### config.mk
export PLATFORM = sky130hd
export DESIGN_NAME = execute_writeback
export DESIGN_NICKNAME = d
export VERILOG_FILES = /design/src/rtl/execute_writeback.sv
export SDC_FILE = /design/constraint.sdc
export NUM_CORES = 1
export LEC_CHECK = 0
export ABC_AREA = 1
export CAP_MARGIN = 20
export CORE_ASPECT_RATIO = 1.25
export CORE_MARGIN = 8
export CORE_UTILIZATION = 47
export DETAILED_ROUTE_END_ITERATION = 8
export PLACE_DENSITY = 0.8
export SYNTH_ARGS = -nofsm -noshare
export SYNTH_HDL_FRONTEND = slang
export SYNTH_SLANG_ARGS = --single-unit
### constraint.sdc
create_clock -name clk -period 5.3 [get_ports clk]
set_clock_uncertainty 0.05 [all_clocks]
set_input_delay 1.06 -clock clk [delete_from_list [all_inputs] [get_ports clk]]
set_output_delay 1.06 -clock clk [all_outputs]
set_load 0.005 [all_outputs]
### src/rtl/execute_writeback.sv
// Execute/writeback stage: ALU, dmem port, debug-bus initiator FSM and the registered writeback path.
// Optional macro BUS_TIMEOUT_EN bounds the BUS_WAIT state to BUS_TIMEOUT cycles.
module execute_writeback #(
    parameter int          BUS_TIMEOUT  = 255,
    parameter logic [15:0] TIMEOUT_DATA = 16'hDEAD
) (
    input  logic        clk,
    input  logic        rst_n,
    input  logic [4:0]  iOpcode,
    input  logic [15:0] iImm,
    input  logic [3:0]  iSr1,
    input  logic [3:0]  iSr2,
    input  logic [15:0] iData1,
    input  logic [15:0] iData2,
    input  logic        iAlutoReg,
    input  logic        iMemtoReg,
    input  logic        iBustoReg,
    input  logic [3:0]  iWriteBackAddr,
    input  logic        iALUSrc,
    input  logic        iMemRead,
    input  logic        iMemWrite,
    input  logic        iBusWrite,
    output logic        oWriteBack_en,
    output logic [3:0]  oWriteBackAddr,
    output logic [15:0] oWriteBackData,
    output logic [2:0]  oNVZ,
    output logic        oStall,
    output logic [15:0] oMemAddr,
    output logic [15:0] oMemWData,
    output logic        oMemRe,
    output logic        oMemWe,
    input  logic [15:0] iMemRData,
    output logic        oBusReq,
    output logic        oBusWrite,
    output logic [15:0] oBusAddr,
    output logic [15:0] oBusWData,
    input  logic        iBusAck,
    input  logic [15:0] iBusRData,
    output logic        oDbgState
);

    localparam logic [4:0] OP_ADD  = 5'b00000, OP_SUB   = 5'b00001, OP_AND  = 5'b00010,
                           OP_OR   = 5'b00011, OP_XOR   = 5'b00100, OP_SLL  = 5'b00110,
                           OP_IMML = 5'b01000, OP_IMMH  = 5'b01001, OP_LOAD = 5'b01010,
                           OP_DBLD = 5'b01100, OP_DBST  = 5'b01101;

    typedef enum logic {IDLE = 1'b0, BUS_WAIT = 1'b1} state_t;

    state_t      r_state;
    logic        r_wb_en;
    logic [3:0]  r_wb_addr;
    logic [15:0] r_wb_data;
    logic        r_mem_sel;
    logic [2:0]  r_nvz;
    logic        r_bus_req;
    logic        r_bus_write;
    logic [15:0] r_bus_addr;
    logic [15:0] r_bus_wdata;
    logic        r_bus_load;
    logic [3:0]  r_bus_dest;

    logic [15:0] w_a;
    logic [15:0] w_fwd2;
    logic [15:0] w_b;
    logic [15:0] w_result;
    logic [15:0] w_ea;
    logic        w_v;
    logic        w_is_alu;
    logic        w_is_db;
    logic        w_wb_ok;
    logic        w_idle;
    logic        w_timeout;

    // Forward the previous writeback (including a load's dmem data); r0 is never forwarded.
    assign w_a    = (r_wb_en && r_wb_addr == iSr1 && iSr1 != 4'd0) ? oWriteBackData : iData1;
    assign w_fwd2 = (r_wb_en && r_wb_addr == iSr2 && iSr2 != 4'd0) ? oWriteBackData : iData2;
    assign w_b    = iALUSrc ? iImm : w_fwd2;
    assign w_ea   = w_a + iImm;
    assign w_idle = (r_state == IDLE);

    assign w_is_alu = (iOpcode == OP_ADD) || (iOpcode == OP_SUB) || (iOpcode == OP_AND) ||
                      (iOpcode == OP_OR)  || (iOpcode == OP_XOR) || (iOpcode == OP_SLL);
    assign w_is_db  = w_idle && ((iOpcode == OP_DBLD) || (iOpcode == OP_DBST));
    assign w_wb_ok  = iAlutoReg && (w_is_alu || (iOpcode == OP_IMML) ||
                      (iOpcode == OP_IMMH) || (iOpcode == OP_LOAD));

    always_comb begin
        w_result = 16'h0000;
        w_v      = 1'b0;
        case (iOpcode)
            OP_ADD: begin
                w_result = w_a + w_b;
                w_v      = (w_a[15] == w_b[15]) && (w_result[15] != w_a[15]);
            end
            OP_SUB: begin
                w_result = w_a - w_b;
                w_v      = (w_a[15] != w_b[15]) && (w_result[15] != w_a[15]);
            end
            OP_AND:  w_result = w_a & w_b;
            OP_OR:   w_result = w_a | w_b;
            OP_XOR:  w_result = w_a ^ w_b;
            OP_SLL:  w_result = w_a << w_b[3:0];
            OP_IMML: w_result = iImm;
            OP_IMMH: w_result = iImm | (w_a & 16'h00FF);
            default: w_result = 16'h0000;
        endcase
    end

`ifdef BUS_TIMEOUT_EN
    localparam int CW = $clog2(BUS_TIMEOUT + 1);
    logic [CW-1:0] r_tmo_cnt;

    assign w_timeout = (r_state == BUS_WAIT) && (r_tmo_cnt == CW'(BUS_TIMEOUT - 1));

    always_ff @(posedge clk or negedge rst_n) begin
        if (!rst_n) begin
            r_tmo_cnt <= '0;
        end else if (r_state == BUS_WAIT && !iBusAck && !w_timeout) begin
            r_tmo_cnt <= r_tmo_cnt + 1'b1;
        end else begin
            r_tmo_cnt <= '0;
        end
    end
`else
    assign w_timeout = 1'b0;
`endif

    always_ff @(posedge clk or negedge rst_n) begin
        if (!rst_n) begin
            r_state     <= IDLE;
            r_wb_en     <= 1'b0;
            r_wb_addr   <= 4'd0;
            r_wb_data   <= 16'h0000;
            r_mem_sel   <= 1'b0;
            r_nvz       <= 3'b000;
            r_bus_req   <= 1'b0;
            r_bus_write <= 1'b0;
            r_bus_addr  <= 16'h0000;
            r_bus_wdata <= 16'h0000;
            r_bus_load  <= 1'b0;
            r_bus_dest  <= 4'd0;
        end else begin
            r_wb_en   <= 1'b0;
            r_mem_sel <= 1'b0;
            case (r_state)
                IDLE: begin
                    if (w_is_db) begin
                        r_bus_req   <= 1'b1;
                        r_bus_addr  <= w_ea;
                        r_bus_wdata <= w_fwd2;
                        r_bus_write <= iBusWrite;
                        r_bus_load  <= (iOpcode == OP_DBLD) && iAlutoReg;
                        r_bus_dest  <= iWriteBackAddr;
                        r_state     <= BUS_WAIT;
                    end else if (w_wb_ok) begin
                        r_wb_en   <= 1'b1;
                        r_wb_addr <= iWriteBackAddr;
                        r_wb_data <= w_result;
                        r_mem_sel <= (iOpcode == OP_LOAD) && iMemtoReg;
                    end
                    if (w_is_alu) begin
                        r_nvz <= {w_result[15], w_v, (w_result == 16'h0000)};
                    end
                end
                BUS_WAIT: begin
                    // Upstream only sends NOPs here, so instruction inputs are ignored.
                    if (iBusAck || w_timeout) begin
                        r_bus_req <= 1'b0;
                        r_state   <= IDLE;
                        if (r_bus_load) begin
                            r_wb_en   <= 1'b1;
                            r_wb_addr <= r_bus_dest;
                            r_wb_data <= iBusAck ? iBusRData : TIMEOUT_DATA;
                        end
                    end
                end
                default: r_state <= IDLE;
            endcase
        end
    end

    assign oStall         = w_is_db || ((r_state == BUS_WAIT) && !iBusAck);
    assign oMemAddr       = w_ea;
    assign oMemWData      = w_fwd2;
    assign oMemWe         = iMemWrite && w_idle;
    assign oMemRe         = iMemRead && !iMemWrite && w_idle;
    assign oWriteBack_en  = r_wb_en;
    assign oWriteBackAddr = r_wb_addr;
    assign oWriteBackData = r_mem_sel ? iMemRData : r_wb_data;
    assign oNVZ           = r_nvz;
    assign oBusReq        = r_bus_req;
    assign oBusWrite      = r_bus_write;
    assign oBusAddr       = r_bus_addr;
    assign oBusWData      = r_bus_wdata;
    assign oDbgState      = r_state;

    logic w_unused;
    assign w_unused = iBustoReg;

endmodule
==> After elaboration in Yosys (flattened, before gate mapping) <==
Cells that the tools add are included.
{ "classes": {"eq_ne": 21, "mux": 30, "n_shift": 1, "n_reduce_logical": 34, "add_sub_neg": 3, "bitwise": 5} }
{ "ops": {"columns": ["operator", "n"], "rows": [
  ["two-way mux 16 bit", 8],
  ["one-hot mux 16 bit (8 select lines)", 1],
  ["adder 16 bit", 2],
  ["one-hot mux 16 bit (2 select lines)", 1],
  ["== test 5 x 4 -> 1 bit, second input constant", 5],
  ["AND 16 bit", 1],
  ["zero test 16 bit", 1],
  ["two-way mux 4 bit", 4],
  ["bitwise OR 16 bit", 1],
  ["bitwise OR 16 x 8 -> 16 bit", 1],
  ["left shift 16 x 4 -> 16 bit", 1],
  ["subtractor 16 bit", 1],
  ["bitwise XOR 16 bit", 1],
  ["logical AND 1 bit", 14],
  ["two-way mux 1 bit", 11],
  ["== test 5 x 2 -> 1 bit, second input constant", 2],
  ["== test 5 x 3 -> 1 bit, second input constant", 2],
  ["logical OR 1 bit", 10],
  ["== test 4 bit", 2],
  ["!= test 2 bit, second input constant", 4],
  ["one-hot mux 1 bit (2 select lines)", 4],
  ["one-hot mux 4 bit (2 select lines)", 1],
  ["nonzero test 4 bit", 2],
  ["AND reduction 2 bit", 3],
  ["8 further kinds", 11]
]} }
{ "totals": {"out_inout_bits": 94, "input_bits": 107, "register_bits": 65} }

==> Longest topological paths before layout <==
{ "logic_depth": {"ltp_word": 13, "mapped_depth": 28} }

==> Least setup slack after synthesis <==
Ideal clock, no wire load.
{ "synth_path": {"path_type": "input-to-output", "startpoint": "input port iSr1[3]", "endpoint": "output port oMemAddr[14]", "arrival_time_ns": 4.161, "t_required_ns": 4.190, "stages": 24, "path_slack_ns": 0.029, "cell_sequence": "inv_1 -> nand2_1 -> nand2_1 -> nor2_4 -> nand3_4 -> buf_6 -> buf_6 -> nand2_1 -> o21ai_2 -> inv_2 -> ha_1 -> fa_1 -> nand3_1 -> nand2_1 -> a21oi_1 -> o21ai_0 -> a21oi_1 -> o21bai_1 -> a21oi_1 -> o21ai_0 -> a21oi_1 -> o21bai_1 -> or2_2 -> and2_1"} }
{ "synth_between": {"elab_chain_len": 5} }
{ "synth_rtl": {"columns": ["item", "line_no", "source"], "rows": [
  ["start, declared", "11", "input logic [3:0] iSr1,"],
  ["== test 4 bit", "75", "assign w_a = (r_wb_en && r_wb_addr == iSr1 && iSr1 != 4'd0) ? oWriteBackData : iData1;"],
  ["logical AND 1 bit", "75", null],
  ["logical AND 1 bit *", "75", null],
  ["two-way mux 16 bit *", "75", null],
  ["adder 16 bit *", "78", "assign w_ea = w_a + iImm;"],
  ["end, declared", "28", "output logic [15:0] oMemAddr,"]
]} }
Mark *: on every way between the ends. The rest lies on a longest branch, timed or not.

==> Worst setup path in the final report <==
{ "layout_path": {"startpoint": "input port iSr1[0]", "endpoint": "output port oMemAddr[14]"} }
The elaborated chain is that of the path after synthesis.

==> key figures <==
Clocking
  • Clock transition at the registers of the reported paths: 60 ps
  • Clock Tree Root: clkbuf_16
  • Worst-Skew Late Latency: 340 ps
  • # hold bufs at CTS: 0
  • TritonCTS clock tree: yes
  • Total CTS buffers: 9
  • Worst-case clock buffer depth: 2
  • CTS Sinks: 65
  • H-tree depth: 3

Worst setup path
  • Worst Path Class, Setup: in2out
  • WP buf/inv: 4
  • CP Capture Type: output port
  • Startpoint types: input pin
  • Worst Path Arrival: 4060 ps
  • Kind of cell adding the most delay to the critical path: compound AO/OA/AOI/OAI gates
  • Slowest stage delay, CP: 370 ps
  • Worst-path maximum fanout: 4
  • Crit-path cells: clkbuf_2, inv_2, nand2_2, nand2_2, nor2_4, nand3_4, o21ai_2, inv_2, ha_4, fa_2, nand3_2, nand2_2, a21oi_4, o21ai_4, a21oi_2, o21bai_1, a21oi_1, o21ai_1, a21oi_1, o21bai_1, or2_4, and2_4, buf_6
  • Data required, critical path: 4190 ps
  • CP max stage cell: fa_2
  • Most frequent cell on the critical path: nand2_2

Placement
  • Final HPWL DP: 28.5 mm
  • Port bufs: 199
  • Global placement routability congestion: 1.01

Power and ir drop
  • Worst vdd ir: 0.190 mV
  • LEAKAGE: 0.00604 µW
  • Psw: 1150 µW
  • Combinational Power Share: 53.7%
  • Sw Share: 38.9%
  • Seq pwr share: 22.9%
  • Clock share of power: 23.4%
  • Cell-internal power: 1800 µW
  • Power density over the cells: 246 nW/µm²

Timing
  • Rel. slew slack: 27.2%
  • Min Hold Slack: 427 ps
  • Setup Viol. Count Final: 0
  • Final Hold Fails: 0
  • Achievable Freq: 193 MHz
  • Setup_tns: 0 ps
  • Max Slew Vio Count: 0
  • Min Tclk post-route: 5170 ps
  • Fin crit share: 97.5%
  • Worst slew pin tran: 1080 ps

Global route
  • GRT Residual Overflow: 0
  • Vias in the first global route: 10,200
  • Total Routing Usage GR: 31.7%
  • Largest net degree at the start of global routing: 66
  • Initial antenna violation count: 0
  • Global-route wire length before repair: 54.1 mm

Layout
  • Share of post-route cells with drive strength above 1: 18.9%
  • Count of nets after finishing: 1,813
  • Filler cells: 1,471
  • Area grow syn2layout: 46.7%

Route
  • Vias post-DR: 10,300
  • DRT antenna net count: 0
  • WL/cell: 19.1 µm
  • Total wire length: 35.8 mm
  • Post-route DRC: 0
  • Post-DR vias/cell: 5.48
  • DR pass1 iterations: 5
  • Number of DRC markers in iteration 0: 884

Synthesis
  • Unique cell type count in the Yosys netlist: 53
  • Synth Register Bits: 65
  • Synth Warn #: 0
  • Syn Std Cell Area: 8180 µm²
  • Syn avg cell area: 6.21 µm²
  • Post-Synthesis Cells: 1,316
  • Mapped Nets: 1,490
  • Post-synthesis sequential area ratio: 19.9%

Die
  • Row Count: 54
  • Boundary Pins: 201
  • Chip Width: 134 µm
  • Die area: 21,900 µm²
  • Die Ht: 163 µm
  • Core area: 17,200 µm²
  • Initial core utilization: 47.5%

Min path
  • Worst min path class: reg2reg

Status
  • Outcome: complete, no violations

Run
  • Max Cap Violations: 0
metrics by stage:
step / instance area [µm²] / cells / total power, µW / util [%] / setup WS [ps]
after CTS: 11700 / 1857 / 2890 / 68.1 / 0.382
final: 12000 / 1869 / 2950 / 69.6 / 131
after floorplan: 8180 / 1316 / 1360 / - / 29.1
after global routing: 12000 / 1868 / 3100 / 69.6 / -48.7
after global placement: 11200 / 1827 / 2140 / 65.0 / -755
after detailed placement: 11200 / 1827 / 2170 / 65.0 / -874
worst paths after layout:
| kind | from | endpoint | slack, ps | cells past startpoint |
|---|---|---|---|---|
| worst max-delay path | iSr1[0] | oMemAddr[14] | 130 | 23 |
| max in group asynchronous | rst_n | oNVZ[1] | 3730 | 2 |
| worst min register to register | oBusAddr[11] | oBusAddr[11] | 430 | 2 |
| min in group asynchronous | rst_n | oBusWrite | 840 | 2 |
| worst max register to register | r_mem_sel | oNVZ[0] | 920 | 22 |
| worst min-delay path | oBusAddr[11] | oBusAddr[11] | 430 | 2 |
state kept, by name (all words and copies together), names as in the netlist, 3 cells and up:
name	count
r_wb_data	16
r_bus_dest	4
oBusWData	16
oNVZ	3
oBusAddr	16
oWriteBackAddr	4
layout make-up:
cell class	instances	area, µm²	area share, %
multi-input combinational	1023	5860	48.8
timing repair buffer	357	3200	26.7
sequential	65	1630	13.6
inverter	183	693	5.78
tap	224	280	2.34
clock buffer	11	253	2.11
clock inverter	5	77.6	0.647
antenna	1	2.50	0.0209
power by group through the flow:
stage / Sequential [µW] / Combinational, µW / Clock [µW]
floorplan: 683 / 681 / 0
global placement: 676 / 1470 / 0
detailed placement: 681 / 1490 / 0
CTS: 673 / 1520 / 691
global route: 686 / 1700 / 713
finish: 675 / 1580 / 688
placed cells by master (no fill, tap or decap), drive strengths merged, types with 12 or more instances in the layout:
cell type and n:
inv 178, a31oi 12, nand4 17, nand2 426, clkbuf 14, a21oi 54, buf 162, clkdlybuf4s50 186
nand3 126, dfrtp 65, o21ai 107, nor3 13, xor2 13, o22ai 24, ha 65, nor2 108
worst min-delay path: stages (launching register included):
cell and delay (ps):
dfrtp_1 340, nand2_1 50, nand2_1 60
cell families after synthesis:
group | share of synthesized area [%]
adder cells (fa/ha/maj) | 10.4
AO/OA/AOI/OAI | 17.6
AND/OR/NAND/NOR | 39.0
flip-flops | 19.9
buffers and inverters | 11.5
XOR/XNOR | 1.61
per-layer routing:
metal / global-route usage, % / up-vias / wire [µm]
met5: 0 / - / 0
met4: 22.2 / 0 / 2390
met3: 4.22 / 122 / 1890
met2: 57.2 / 430 / 18300
met1: 33.5 / 4762 / 13200
li1: - / 4936 / -
synthesized netlist by cell type, drive strengths merged:
library cell | number | area share (%)
nand3 | 126 | 9.0
or2 | 6 | 0.46
o211ai | 8 | 0.80
buf | 19 | 1.9
xnor2 | 2 | 0.21
xor2 | 13 | 1.4
nor4 | 1 | 0.077
a31oi | 12 | 0.92
nor3b | 1 | 0.092
clkinv | 5 | 0.24
a211oi | 8 | 0.73
o21ai | 107 | 7.5
nand3b | 4 | 0.37
dfrtp | 65 | 20
o221ai | 1 | 0.11
o22ai | 24 | 1.8
inv | 178 | 8.2
a21oi | 54 | 3.3
o31ai | 1 | 0.092
and2 | 1 | 0.077
a221oi | 6 | 0.64
a2111oi | 1 | 0.11
a21boi | 1 | 0.092
nand2 | 426 | 21
o21a | 4 | 0.46
nand4 | 17 | 1.5
fa | 2 | 0.49
nor3 | 13 | 0.80
clkbuf | 26 | 1.2
o2111ai | 3 | 0.32
a21o | 3 | 0.28
ha | 65 | 9.9
nor2 | 108 | 5.6
o21bai | 5 | 0.46
repair_timing:
action                                  in CTS  in global routing
endpoints found under the hold margin        0                  0
endpoints found under the setup margin       9                  7
resized for setup                           43                 50
buffers inserted                            14                 10
pin swaps                                   22                 31
gates cloned                                 0                  1
Note: power is estimated with default switching activity, not from simulation.
